[src/rtl/dw_seq_op_ctrl.sv]
// Initiator for a sequential start/complete FP operator with a timeout watchdog.
// Latency: op_start one cycle after accept; out_valid one cycle after first qualified complete.
// Backpressure: result held in HOLD until out_ready; in_ready only in IDLE or HOLD with out_ready.
`timescale 1ns/1ps
`default_nettype none

module dw_seq_op_ctrl #(
    parameter int SIG_WIDTH   = 23,
    parameter int EXP_WIDTH   = 8,
    parameter int TIMEOUT_CYC = 16,
    localparam int W = SIG_WIDTH + EXP_WIDTH + 1
) (
    input  logic         clk,
    input  logic         rst,
    input  logic         in_valid,
    output logic         in_ready,
    input  logic [W-1:0] in_a,
    input  logic [W-1:0] in_b,
    input  logic [2:0]   in_rnd,
    output logic [W-1:0] op_a,
    output logic [W-1:0] op_b,
    output logic [2:0]   op_rnd,
    output logic         op_start,
    input  logic [W-1:0] op_z,
    input  logic [7:0]   op_status,
    input  logic         op_complete,
    output logic         out_valid,
    input  logic         out_ready,
    output logic [W-1:0] out_z,
    output logic [7:0]   out_status,
    output logic         out_err,
    output logic         busy
);

    localparam logic [1:0] ST_IDLE  = 2'd0;
    localparam logic [1:0] ST_START = 2'd1;
    localparam logic [1:0] ST_WAIT  = 2'd2;
    localparam logic [1:0] ST_HOLD  = 2'd3;

    localparam logic [7:0] TMO = 8'(TIMEOUT_CYC);

    logic [1:0] state;
    logic [7:0] cnt;
    logic       accept;
    logic       cmpl_hit;
    logic       tmo_hit;

    // HOLD with out_ready frees the slot in the same cycle, so a queued pair goes straight to START.
    assign in_ready = (state == ST_IDLE) || ((state == ST_HOLD) && out_ready);
    assign accept   = in_valid && in_ready;
    assign busy     = (state != ST_IDLE);

    // cnt==0 masks a complete still high from the previous operation.
    assign cmpl_hit = (state == ST_WAIT) && (cnt != 8'd0) && op_complete;
    assign tmo_hit  = (state == ST_WAIT) && (cnt == TMO) && !op_complete;

    always_ff @(posedge clk) begin
        if (rst) begin
            state      <= ST_IDLE;
            cnt        <= 8'd0;
            op_a       <= '0;
            op_b       <= '0;
            op_rnd     <= 3'd0;
            op_start   <= 1'b0;
            out_valid  <= 1'b0;
            out_z      <= '0;
            out_status <= 8'h00;
            out_err    <= 1'b0;
        end else begin
            op_start <= 1'b0;
            if (accept) begin
                op_a      <= in_a;
                op_b      <= in_b;
                op_rnd    <= in_rnd;
                op_start  <= 1'b1;
                cnt       <= 8'd0;
                out_valid <= 1'b0;
                state     <= ST_START;
            end else begin
                case (state)
                    ST_IDLE: begin
                        state <= ST_IDLE;
                    end
                    ST_START: begin
                        cnt   <= 8'd0;
                        state <= ST_WAIT;
                    end
                    ST_WAIT: begin
                        if (cnt != TMO) begin
                            cnt <= cnt + 8'd1;
                        end
                        if (cmpl_hit) begin
                            out_z      <= op_z;
                            out_status <= op_status;
                            out_err    <= 1'b0;
                            out_valid  <= 1'b1;
                            state      <= ST_HOLD;
                        end else if (tmo_hit) begin
                            out_z      <= '0;
                            out_status <= 8'h00;
                            out_err    <= 1'b1;
                            out_valid  <= 1'b1;
                            state      <= ST_HOLD;
                        end
                    end
                    ST_HOLD: begin
                        if (out_ready) begin
                            out_valid <= 1'b0;
                            state     <= ST_IDLE;
                        end
                    end
                    default: begin
                        state <= ST_IDLE;
                    end
                endcase
            end
        end
    end

endmodule

`default_nettype wire

[config.mk]
export PLATFORM = sky130hd
export DESIGN_NAME = dw_seq_op_ctrl
export DESIGN_NICKNAME = d
export VERILOG_FILES = /design/src/rtl/dw_seq_op_ctrl.sv
export SDC_FILE = /design/constraint.sdc
export NUM_CORES = 1
export LEC_CHECK = 0
export CORE_ASPECT_RATIO = 2
export CORE_MARGIN = 2
export CORE_UTILIZATION = 40
export DETAILED_ROUTE_END_ITERATION = 8
export GPL_TIMING_DRIVEN = 0
export PLACE_DENSITY_LB_ADDON = 0.08
export SLEW_MARGIN = 20
export SYNTH_ARGS = -nofsm -noshare
export SYNTH_HDL_FRONTEND = slang
export SYNTH_SLANG_ARGS = --single-unit
[constraint.sdc]
create_clock -name clk -period 2.7 [get_ports clk]
set_input_delay 0.54 -clock clk [delete_from_list [all_inputs] [get_ports clk]]
set_output_delay 0.54 -clock clk [all_outputs]
set_load 0.05 [all_outputs]
# [Word level (Yosys, flattened, before mapping)]
# Index checks and enable logic that the tools add are counted.
[word_totals] elab_cells=60 register_bits=120 latch_bits=0 ramBits=0 mem_bits_ro=0 in_bits=112 memories=0
[classes] n_div=0 bitwise=1 shift=0 n_reduce_logical=20 magnitude_cmp=0 muxes=17 n_eq_ne=10 n_addsub=1 n_mul=0
[ops] cell="2-to-1 mux 32 bit" count=2
[ops] cell="2-to-1 mux 8 bit" count=3
[ops] cell="one-hot mux 8 bit (2 select lines)" count=1
[ops] cell="adder 8 x 1 -> 8 bit, second input constant" count=1
[ops] cell="== test 8 x 5 -> 1 bit, second input constant" count=1
[ops] cell="inequality test 8 x 5 -> 1 bit, second input constant" count=1
[ops] cell="one-hot mux 2 bit (4 select lines)" count=1
[ops] cell="nonzero test 2 bit" count=4
[ops] cell="nonzero test 8 bit" count=1
[ops] cell="logical AND 1 bit" count=6
[ops] cell="2-to-1 mux 1 bit" count=6
[ops] cell="2-to-1 mux 2 bit" count=3
[ops] cell="inequality test 3 bit, second input constant" count=2
[ops] cell="AND reduction 2 bit" count=3
[ops] cell="AND reduction 3 bit" count=2
[ops] cell="== test 2 bit, second input constant" count=2
[ops] cell="inequality test 4 bit, second input constant" count=1
[ops] cell="== test 2 x 1 -> 1 bit, second input constant" count=1
[ops] cell="logical NOT 2 bit" count=1
[ops] cell="inequality test 2 x 1 -> 1 bit, second input constant" count=1
[ops] cell="inequality test 2 bit, second input constant" count=1
[ops] cell="one-hot mux 1 bit (2 select lines)" count=1
[ops] cell="OR reduction 2 bit" count=1
[ops] cell="logical NOT 1 bit" count=1
[ops] cell="2 further kinds" count=2

# [Longest topological paths before layout]
# Gate-level depths: netlist (run 1).
[logic_depth] ltp_word=7 ltp_mapped=9 ltp_nobuf=6

# [Worst setup path after synthesis (run 1)]
# No wires, ideal clock.
[synth_path] path_type="register to register" start="reg state[0]" end="reg out_status[0]" slack_ns=0.682 path_stages_with_launch=9 n_path_buf=2 arrival_time_ns=1.957 path_cell_list="dfxtp_1 -> inv_1 -> ha_1 -> a21o_1 -> and2_1 -> clkbuf_1 -> nor4b_2 -> buf_2 -> a32o_1"
[synth_between] elab_chain_len=6
[synth_lines] element="start: declaration" line="42" text="logic [1:0] state;"
[synth_lines] element="start signal: assignment" line="59" text="state <= ST_IDLE;"
[synth_lines] element="start signal: assignment" line="78" text="state <= ST_START;"
[synth_lines] element="start signal: assignment" line="82" text="state <= ST_IDLE;"
[synth_lines] element="== test 2 bit" line="49" text="assign in_ready = (state == ST_IDLE) || ((state == ST_HOLD) && out_ready);"
[synth_lines] element="logical AND 1 bit" line="49"
[synth_lines] element="logical OR 1 bit *" line="49"
[synth_lines] element="net in_ready" line="16" text="output logic in_ready,"
[synth_lines] element="logical AND 1 bit *" line="50" text="assign accept = in_valid && in_ready;"
[synth_lines] element="NOT 1 bit (no line) *"
[synth_lines] element="AND reduction 3 bit (no line) *"
[synth_lines] element="end signal: assignment" line="94" text="out_status <= op_status;"
[synth_lines] element="end: declaration" line="30" text="output logic [7:0] out_status,"
# The timed path passes the listed nets; every way through them passes the cells marked *.
# A chain may end at the register's enable or synchronous reset.

# [Worst setup path after layout (run 1)]
[layout_path] start="reg state[0]" end="out busy"
[layout_between] elab_chain_len=1
[layout_lines] element="nonzero test 2 bit" line="51" text="assign busy = (state != ST_IDLE);"
[layout_lines] element="end: declaration" line="32" text="output logic busy"
# No other way between the ends.

==> results of run 1 <==
-- critical path: stages (launching register included) --
cell and delay, ps:
sky130_fd_sc_hd__dfxtp_1 360, sky130_fd_sc_hd__inv_1 70, sky130_fd_sc_hd__ha_1 220, sky130_fd_sc_hd__inv_1 60, sky130_fd_sc_hd__clkdlybuf4s50_1 830
-- through the flow --
step | worst slack, ps | power (uW) | hold WS [ps] | area, um2
final | 224.2 | 5050 | 451.2 | 7370
after detailed placement | 20.83 | 2738 | 448.3 | 6749
after global placement | 47.09 | 2725 | 441.4 | 6749
after global routing | 106.0 | 5229 | 467.2 | 7370
after floorplan | 681.9 | 2360 | 466.1 | 4355
after CTS | 0.7017 | 5104 | 453.9 | 7367
-- kinds of logic after synthesis --
kind of cell	after synthesis	share of synthesized area, %
compound gates	132	20.74
xor+xnor	3	0.6034
fa+ha+maj	5	1.436
buf+inv	45	4.797
flops	120	55.16
mux	2	0.4884
simple gates	171	16.78
-- cell type report --
type | count | area [um2] | area share, %
Clock buffer | 21 | 470.5 | 6.384
Timing Repair Buffer | 222 | 2225 | 30.19
Clock inverter | 9 | 147.6 | 2.003
Tap cell | 137 | 171.4 | 2.326
Inverter | 8 | 30.03 | 0.4075
Multi-Input combinational cell | 313 | 1744 | 23.67
Sequential cell | 120 | 2402 | 32.60
Buffer | 37 | 178.9 | 2.428
-- state kept, by name, indices dropped and copies added, names as in the netlist --
name,cells
out_status,8
op_rnd,3
out_err,1
op_start,1
out_z,32
cnt,8
state,2
out_valid,1
op_a,32
op_b,32
-- Yosys cell counts (2+ instances only) --
master                     instances  share of area [%]
sky130_fd_sc_hd__inv_1             6               0.52
sky130_fd_sc_hd__buf_2             8               0.92
sky130_fd_sc_hd__dfxtp_1         120                 55
sky130_fd_sc_hd__a31oi_1           2               0.29
sky130_fd_sc_hd__o21ai_0           5               0.57
sky130_fd_sc_hd__buf_6             4                1.0
sky130_fd_sc_hd__xor2_1            3               0.60
sky130_fd_sc_hd__nand3b_1          2               0.34
sky130_fd_sc_hd__or3_1             3               0.43
sky130_fd_sc_hd__clkbuf_1         25                2.2
sky130_fd_sc_hd__o31ai_1           2               0.34
sky130_fd_sc_hd__ha_1              5                1.4
sky130_fd_sc_hd__a21oi_1          74                8.5
sky130_fd_sc_hd__nand2_1         145                 12
sky130_fd_sc_hd__nand2b_1          2               0.29
sky130_fd_sc_hd__nand4_1           4               0.57
sky130_fd_sc_hd__nor2_1            7               0.60
sky130_fd_sc_hd__a32o_1           40                9.2
-- power breakdown --
group / total, uW / internal [uW] / leakage, uW / switching (uW)
Sequential: 1880 / 1850 / 0.000978 / 37.1
Combinational: 817 / 326 / 0.00144 / 491
Clock: 2350 / 1600 / 0.000305 / 750
Total: 5050 / 3770 / 0.00272 / 1280
-- worst paths after layout --
check                start         to  slack (ps)  depth (start not counted)
setup / recovery  state[0]       busy         220                          4
hold / removal    op_a[30]   op_a[30]         450                          2
setup reg to reg  state[0]  out_z[21]         470                          8
hold reg to reg   op_a[30]   op_a[30]         450                          2
-- placed cells by master, fill, tap and decap left out, types with 5 or more instances in the layout --
| cell type | instances |
|---|---|
| sky130_fd_sc_hd__clkdlybuf4s50_1 | 221 |
| sky130_fd_sc_hd__nand2_1 | 145 |
| sky130_fd_sc_hd__dfxtp_1 | 120 |
| sky130_fd_sc_hd__a21oi_1 | 74 |
| sky130_fd_sc_hd__a32o_1 | 40 |
| sky130_fd_sc_hd__clkbuf_1 | 26 |
| sky130_fd_sc_hd__clkbuf_16 | 17 |
| sky130_fd_sc_hd__buf_2 | 8 |
| sky130_fd_sc_hd__nor2_1 | 7 |
| sky130_fd_sc_hd__inv_1 | 6 |
| sky130_fd_sc_hd__o21ai_0 | 5 |
| sky130_fd_sc_hd__ha_1 | 5 |
-- what timing repair did --
action                                  4_1_cts  5_1_grt
resized for setup                             0        1
endpoints found under the setup margin        0        1
hold buffers                                  0        0
-- routing by layer --
layer,global-route usage (%),part of all wire (%),vias to the layer above
met5,0,0,-
met1,19.77,32,2056
met3,7.938,6.9,29
met4,12.77,3.3,0
met2,45.04,58,172
li1,-,-,2148
==> flow_metrics.tcl, run 1 <==
set metrics [dict create \
    outcome "finished clean" \
    timing.max_cap.violations 0 \
    syn-num-nets 595 \
    report.final.slew_viol_count 0 \
    cts_buffers 17 \
    tightestPinTransition_ps 615.7 \
    p_per_area_nw_per_um2 685.2 \
    place_hpwl_um 10460 \
    final_hold_viol_count 0 \
    cts_tree "yes" \
    wire_per_inst_um 15.63 \
    grt_first_pass_wirelength_um 21310 \
    buffer_ports.inserted 222 \
    yosys.cell_types.count 39 \
    fp.coreArea_um2 10540 \
    ant_nets 0 \
    worst_ep_arrival_time_ps 1940 \
    worstSetupStartpointType "register" \
    worst_clock_skew_ps 8.262 \
    detail_route.iter0.violations 111 \
    worstSkewPairLatency_ps 410 \
    dominantRegCellSynth "sky130_fd_sc_hd__dfxtp_1" \
    syn_area_per_cell_um2 9.112 \
    setup_viol 0 \
    initial_antenna_violation_count 0 \
    critical_path_data_required_time_ps 2160 \
    clockBufferDepth 2 \
    achievable-frequency_mhz 403.9 \
    final_util_pct 69.89 \
    place_inst 837 \
    ctsHtreeMaxLevel 4 \
    remaining_drc_errors 0 \
    cellLeakagePower_uw 0.002723 \
    setup.worst_path.class "register to primary output" \
    n_antenna_cell 0 \
    clkTransAtPathRegs_ps 50 \
    synth-seq-area-share_pct 55.16 \
    die-width_um 77.79 \
    initial_utilization_pct 41.31 \
    tns_ps 0 \
    critical_path_peak_fanout 3 \
    die-area_um2 11790 \
    min_period_ps 2476 \
    drive_gt1_share_pct 6.438 \
    std_cell_rows 53 \
    stdcell_count 867 \
    pin_count_of_the_biggest_net_entering_global_routing 17 \
    setup_repair_after_global_routing_missed_its_margin "no" \
    floorplan.io_pins 224 \
    synth_async_sr_flop_share_pct 0 \
    first_global_vias 4530 \
    postRouteWirelength_um 13550 \
    die_height_um 151.6 \
    ys_seq_elements 120 \
    drt_first_pass_iters 4 \
    grt_util_all_layers_pct 23.08 \
    cts.root.buffer_cell "sky130_fd_sc_hd__clkbuf_16" \
    synthCells 478 \
    routed_via_density 5.081 \
    peakVddDrop_mv 0.6040 \
    type_of_the_tightest_min_delay_check "register to register" \
    vias 4405 \
    final_net_count 836 \
    count_of_flip_flops_with_a_built_in_enable_after_synthesis 0 \
    slew_headroom_pct 58.96 \
    fill_cells 845 \
    grt_remaining_overflow 0 \
    cts_sinks 120 \
    cts_setup_buffers 0 \
    routabilityCongestion 0.8347 \
    min_period_over_period_pct 91.70 \
    flow.area_growth_from_synthesis_pct 69.20 \
    synth_cell_area_um2 4355 \
    synth.yosys.warnings 0 \
    crit_path_capture_type "primary output" \
]
No activity file was read; power rests on OpenSTA's default activity.
==> inputs of run 2 (changes only) <==
--- a/config.mk
+++ b/config.mk
@@ -8,6 +8,7 @@
 export CORE_ASPECT_RATIO = 2
 export CORE_MARGIN = 2
 export CORE_UTILIZATION = 40
+export CTS_BUF_LIST = sky130_fd_sc_hd__clkbuf_2 sky130_fd_sc_hd__clkbuf_4 sky130_fd_sc_hd__clkbuf_8
 export DETAILED_ROUTE_END_ITERATION = 8
 export GPL_TIMING_DRIVEN = 0
 export PLACE_DENSITY_LB_ADDON = 0.08
==> flow_metrics.tcl, run 2 (same netlist as run 1, synthesis figures left out) <==
set metrics [dict create \
    std_cell_rows 53 \
    min_period_ps 2498 \
    mostFrequentLayoutCell "sky130_fd_sc_hd__clkdlybuf4s50_1" \
    cts_setup_buffers 0 \
    tightestPinTransition_ps 575.0 \
    fp.coreArea_um2 10540 \
    cts_buffers 17 \
    cp_cell_sequence "inv_1 > ha_1 > inv_1 > clkdlybuf4s50_1" \
    floorplan.io_pins 224 \
    cts_tree "yes" \
    final_net_count 836 \
    reg2reg_setup_slack_ps 490 \
    worstRegToRegCells 8 \
    final_hold_viol_count 0 \
    vias 4382 \
    slew_headroom_pct 61.67 \
    ant_nets 0 \
    initial_antenna_violation_count 0 \
    p_total_uw 4446 \
    clockBufferDepth 2 \
    grt_remaining_overflow 0 \
    clkTransAtPathRegs_ps 60 \
    drt_first_pass_iters 4 \
    achievable-frequency_mhz 400.4 \
    die-area_um2 11790 \
    buffer_ports.inserted 222 \
    worstSetupStartpointType "register" \
    flow.area_growth_from_synthesis_pct 64.81 \
    postCtsResizedCells 1 \
    setup_viol 0 \
    routed_via_density 5.054 \
    grt_first_pass_wirelength_um 21160 \
    tns_ps 0 \
    die_height_um 151.6 \
    worst_setup_path_start "state[0]" \
    die-width_um 77.79 \
    peakVddDrop_mv 0.5075 \
    grt_util_all_layers_pct 22.91 \
    setup.worst_path.class "register to primary output" \
    critical_path_data_required_time_ps 2160 \
    final_cell_mix "sky130_fd_sc_hd__clkdlybuf4s50_1, sky130_fd_sc_hd__nand2_1, sky130_fd_sc_hd__dfxtp_1" \
    remaining_drc_errors 0 \
    ctsHtreeMaxLevel 4 \
    critical_path_peak_fanout 3 \
    place_hpwl_um 10460 \
    wire_per_inst_um 15.51 \
    report.final.slew_viol_count 0 \
    initial_utilization_pct 41.31 \
    first_global_vias 4520 \
    whs_endpoint "op_a[30]" \
    hold-path-cell-count 2 \
    routabilityCongestion 0.8347 \
    slowest_stage "sky130_fd_sc_hd__clkdlybuf4s50_1" \
    drive_gt1_share_pct 6.575 \
    timing.max_cap.violations 0 \
    largestRegisters "op_a (32), op_b (32), out_z (32)" \
    hp-start "op_a[30]" \
    setup_repair_after_global_routing_missed_its_margin "no" \
    largest_delay_contributor_family_on_the_critical_path "buffers and inverters" \
    worst_ep_arrival_time_ps 1960 \
    r2r_end "out_z[21]" \
    outcome "finished clean" \
    postRouteWirelength_um 13440 \
    worst_clock_skew_ps 10.07 \
    p_per_area_nw_per_um2 619.3 \
    worstSkewPairLatency_ps 430 \
    pin_count_of_the_biggest_net_entering_global_routing 17 \
    crit_buf_inv 3 \
    cts.root.buffer_cell "sky130_fd_sc_hd__clkbuf_8" \
    crit-reg2reg-launch "state[0]" \
    max_stage_delay_ps 830 \
    cts_sinks 120 \
    n_antenna_cell 0 \
    crit_path_capture_type "primary output" \
    min_period_over_period_pct 92.51 \
    detail_route.iter0.violations 97 \
    cts_hold_buffers 0 \
    worst_path_most_repeated_cell "sky130_fd_sc_hd__inv_1" \
    type_of_the_tightest_min_delay_check "register to register" \
    cellLeakagePower_uw 0.002634 \
]
run 2: how the worst max path moves through the flow:
stage,end,slack (ps),cells after the start
floorplan,out_status[0],680,8
global placement,in_ready,50,3
detailed placement,in_ready,20,3
CTS,busy,150,4
global route,busy,70,4
finish,busy,200,4
run 2: metrics by stage:
step | hold WS, ps | worst slack, ps | instance area, um2 | utilization (%) | std cells
2_1_floorplan | 466.1 | 681.9 | 4355 | - | 478
3_3_place_gp | 441.4 | 47.09 | 6749 | 64.01 | 837
3_5_place_dp | 448.3 | 20.83 | 6749 | 64.01 | 837
4_1_cts | 455.9 | 146.4 | 7178 | 68.08 | 867
5_1_grt | 469.8 | 70.23 | 7178 | 68.08 | 867
6_report | 453.2 | 202.3 | 7178 | 68.08 | 867
run 2: routing by layer:
metal	share of wire, %	vias to the layer above	GRT usage, %
li1	-	2148	-
met3	7.2	28	8.531
met4	3.3	0	10.80
met1	32	2027	19.62
met5	0	-	0
met2	58	179	45.17
run 2: power breakdown:
group	total [uW]	internal [uW]	switching, uW
logic	814	325	489
clock network	1750	1070	677
registers	1880	1840	37.0
total	4450	3240	1200
run 2: worst min-delay path, delay by kind of cell, from the launching register on:
kind | cells | cell delay, ps
AND/OR/NAND/NOR | 1 | 50
AO/OA/AOI/OAI | 1 | 50
flip-flops | 1 | 310
run 2: area by class of cell:
type	instances	area, um2
Fill cell	885	3366
Sequential cell	120	2402
Timing Repair Buffer	222	2221
Multi-Input combinational cell	313	1744
Clock buffer	21	282.8
Buffer	37	178.9
Tap cell	137	171.4
Clock inverter	9	147.6
Inverter	8	30.03
==> inputs of run 3 (changes only) <==
--- a/config.mk
+++ b/config.mk
@@ -12,6 +12,7 @@
 export DETAILED_ROUTE_END_ITERATION = 8
 export GPL_TIMING_DRIVEN = 0
 export PLACE_DENSITY_LB_ADDON = 0.08
+export SKIP_CTS_REPAIR_TIMING = 1
 export SLEW_MARGIN = 20
 export SYNTH_ARGS = -nofsm -noshare
 export SYNTH_HDL_FRONTEND = slang
==> flow_metrics.tcl, run 3 (same netlist as run 1, synthesis figures left out) <==
set metrics [dict create \
    worst_path_most_repeated_cell "sky130_fd_sc_hd__inv_1" \
    fp.coreArea_um2 10540 \
    type_of_the_tightest_min_delay_check "register to register" \
    worstSkewPairLatency_ps 430 \
    total_length_of_routed_met3_wires_um 962 \
    clkTransAtPathRegs_ps 60 \
    comb_power_share_pct 18.3 \
    critical_path_peak_fanout 3 \
    pin_count_of_the_biggest_net_entering_global_routing 17 \
    cellLeakagePower_uw 0.002639 \
    detailroute.wirelength.met2_um 7751 \
    reg2reg_setup_slack_ps 480 \
    vias 4377 \
    crit_buf_inv 3 \
    grt_first_pass_wirelength_um 21160 \
    fill_cells 883 \
    routed_via_density 5.048 \
    cp_cell_sequence "inv_1 > ha_1 > inv_1 > clkdlybuf4s50_1" \
    place_hpwl_um 10460 \
    die-area_um2 11790 \
    whs_ps 453.3 \
    critical_path_data_required_time_ps 2160 \
    grt_util_all_layers_pct 22.91 \
    min_period_over_period_pct 92.59 \
    drt_first_pass_iters 4 \
    max_stage_delay_ps 830 \
    report.final.slew_viol_count 0 \
    floorplan.io_pins 224 \
    remaining_drc_errors 0 \
    wire_per_inst_um 15.54 \
    crit_path_capture_type "primary output" \
    min_period_ps 2500 \
    setup.worst_path.class "register to primary output" \
    routabilityCongestion 0.8347 \
    p_per_area_nw_per_um2 619.2 \
    ctsHtreeMaxLevel 4 \
    worst_ep_arrival_time_ps 1960 \
    route.layer.met1.wl_um 4310 \
    seqPwrFrac_pct 42.3 \
    grt_remaining_overflow 0 \
    top_signal_layer_used "met4" \
    setup_repair_after_global_routing_missed_its_margin "no" \
    n_antenna_cell 0 \
    setup_viol 0 \
    cts_sinks 120 \
    postRouteWirelength_um 13470 \
    peakVddDrop_mv 0.5082 \
    drive_gt1_share_pct 6.575 \
    slew_headroom_pct 61.85 \
    buffer_ports.inserted 222 \
    std_cell_rows 53 \
    power.net_switching_uw 1203 \
    final_net_count 836 \
    flow.area_growth_from_synthesis_pct 64.90 \
    largestRegisters "op_a (32), op_b (32), out_z (32)" \
    final_util_pct 68.11 \
    slowest_stage "sky130_fd_sc_hd__clkdlybuf4s50_1" \
    cts.root.buffer_cell "sky130_fd_sc_hd__clkbuf_8" \
    die-width_um 77.79 \
    internal-power_uw 3243 \
    worstSetupStartpointType "register" \
    initial_utilization_pct 41.31 \
    initial_antenna_violation_count 0 \
    tightestPinTransition_ps 572.3 \
    cts_tree "yes" \
    outcome "finished clean" \
    final_cell_mix "sky130_fd_sc_hd__clkdlybuf4s50_1, sky130_fd_sc_hd__nand2_1, sky130_fd_sc_hd__dfxtp_1" \
    worst_clock_skew_ps 9.554 \
    cts_buffers 17 \
    final_hold_viol_count 0 \
    timing.max_cap.violations 0 \
    ant_nets 0 \
    detail_route.iter0.violations 84 \
    achievable-frequency_mhz 400.0 \
    first_global_vias 4520 \
    clockBufferDepth 2 \
    mostFrequentLayoutCell "sky130_fd_sc_hd__clkdlybuf4s50_1" \
    clockPowerShare_pct 39.4 \
    largest_delay_contributor_family_on_the_critical_path "buffers and inverters" \
    p_sw_share_pct 27.06 \
    die_height_um 151.6 \
]
==> run 3: cell count changes in the layout (fill, tap and decap cells not counted), sizes merged <==
| cell | previous run | this run |
|---|---|---|
| dlygate4sd2 | 1 | 0 |
| dlymetal6s2s | 0 | 1 |
==> run 3: final timing paths <==
check / from / endpoint / cells past startpoint
max: state[0] / busy / 4
min: op_a[30] / op_a[30] / 2
max reg2reg: state[0] / out_z[21] / 8
min reg2reg: op_a[30] / op_a[30] / 2
==> run 3: area by class of cell <==
class	instances	area, um2	share of cell area (%)
Multi-Input combinational cell	313	1744	24.29
Clock buffer	21	282.8	3.937
Inverter	8	30.03	0.4181
Sequential cell	120	2402	33.45
Buffer	37	178.9	2.491
Tap cell	137	171.4	2.387
Timing Repair Buffer	222	2225	30.98
Clock inverter	9	147.6	2.056
==> run 3: power by group through the flow <==
stage	Clock (uW)	Sequential (uW)	Combinational, uW
after floorplan	0	2160	198
after global placement	0	1920	809
after detailed placement	0	1920	818
after CTS	1800	1880	822
after global routing	1870	1890	867
final	1750	1880	816
==> run 3: through the flow <==
stage	std cells	power, uW	area, um2	setup TNS, ps	setup slack, ps
floorplan	478	2360	4355	0	681.9
global placement	837	2725	6749	0	47.09
detailed placement	837	2738	6749	0	20.83
CTS	867	4503	7179	-20.27	-20.27
global route	867	4623	7182	0	70.23
finish	867	4447	7182	0	199.9
==> run 3: routing by layer <==
layer / vias to the layer above / GRT usage, %
met5: - / 0
met4: 0 / 10.80
met3: 30 / 8.531
met2: 177 / 45.17
met1: 2026 / 19.62
li1: 2144 / -
==> run 3: tightest hold or removal path: cells and delay by family, from the launching register on <==
kind | cells | cell delay, ps
and+or+nand+nor | 1 | 50
DFF | 1 | 310
AOI/OAI and AO/OA | 1 | 50
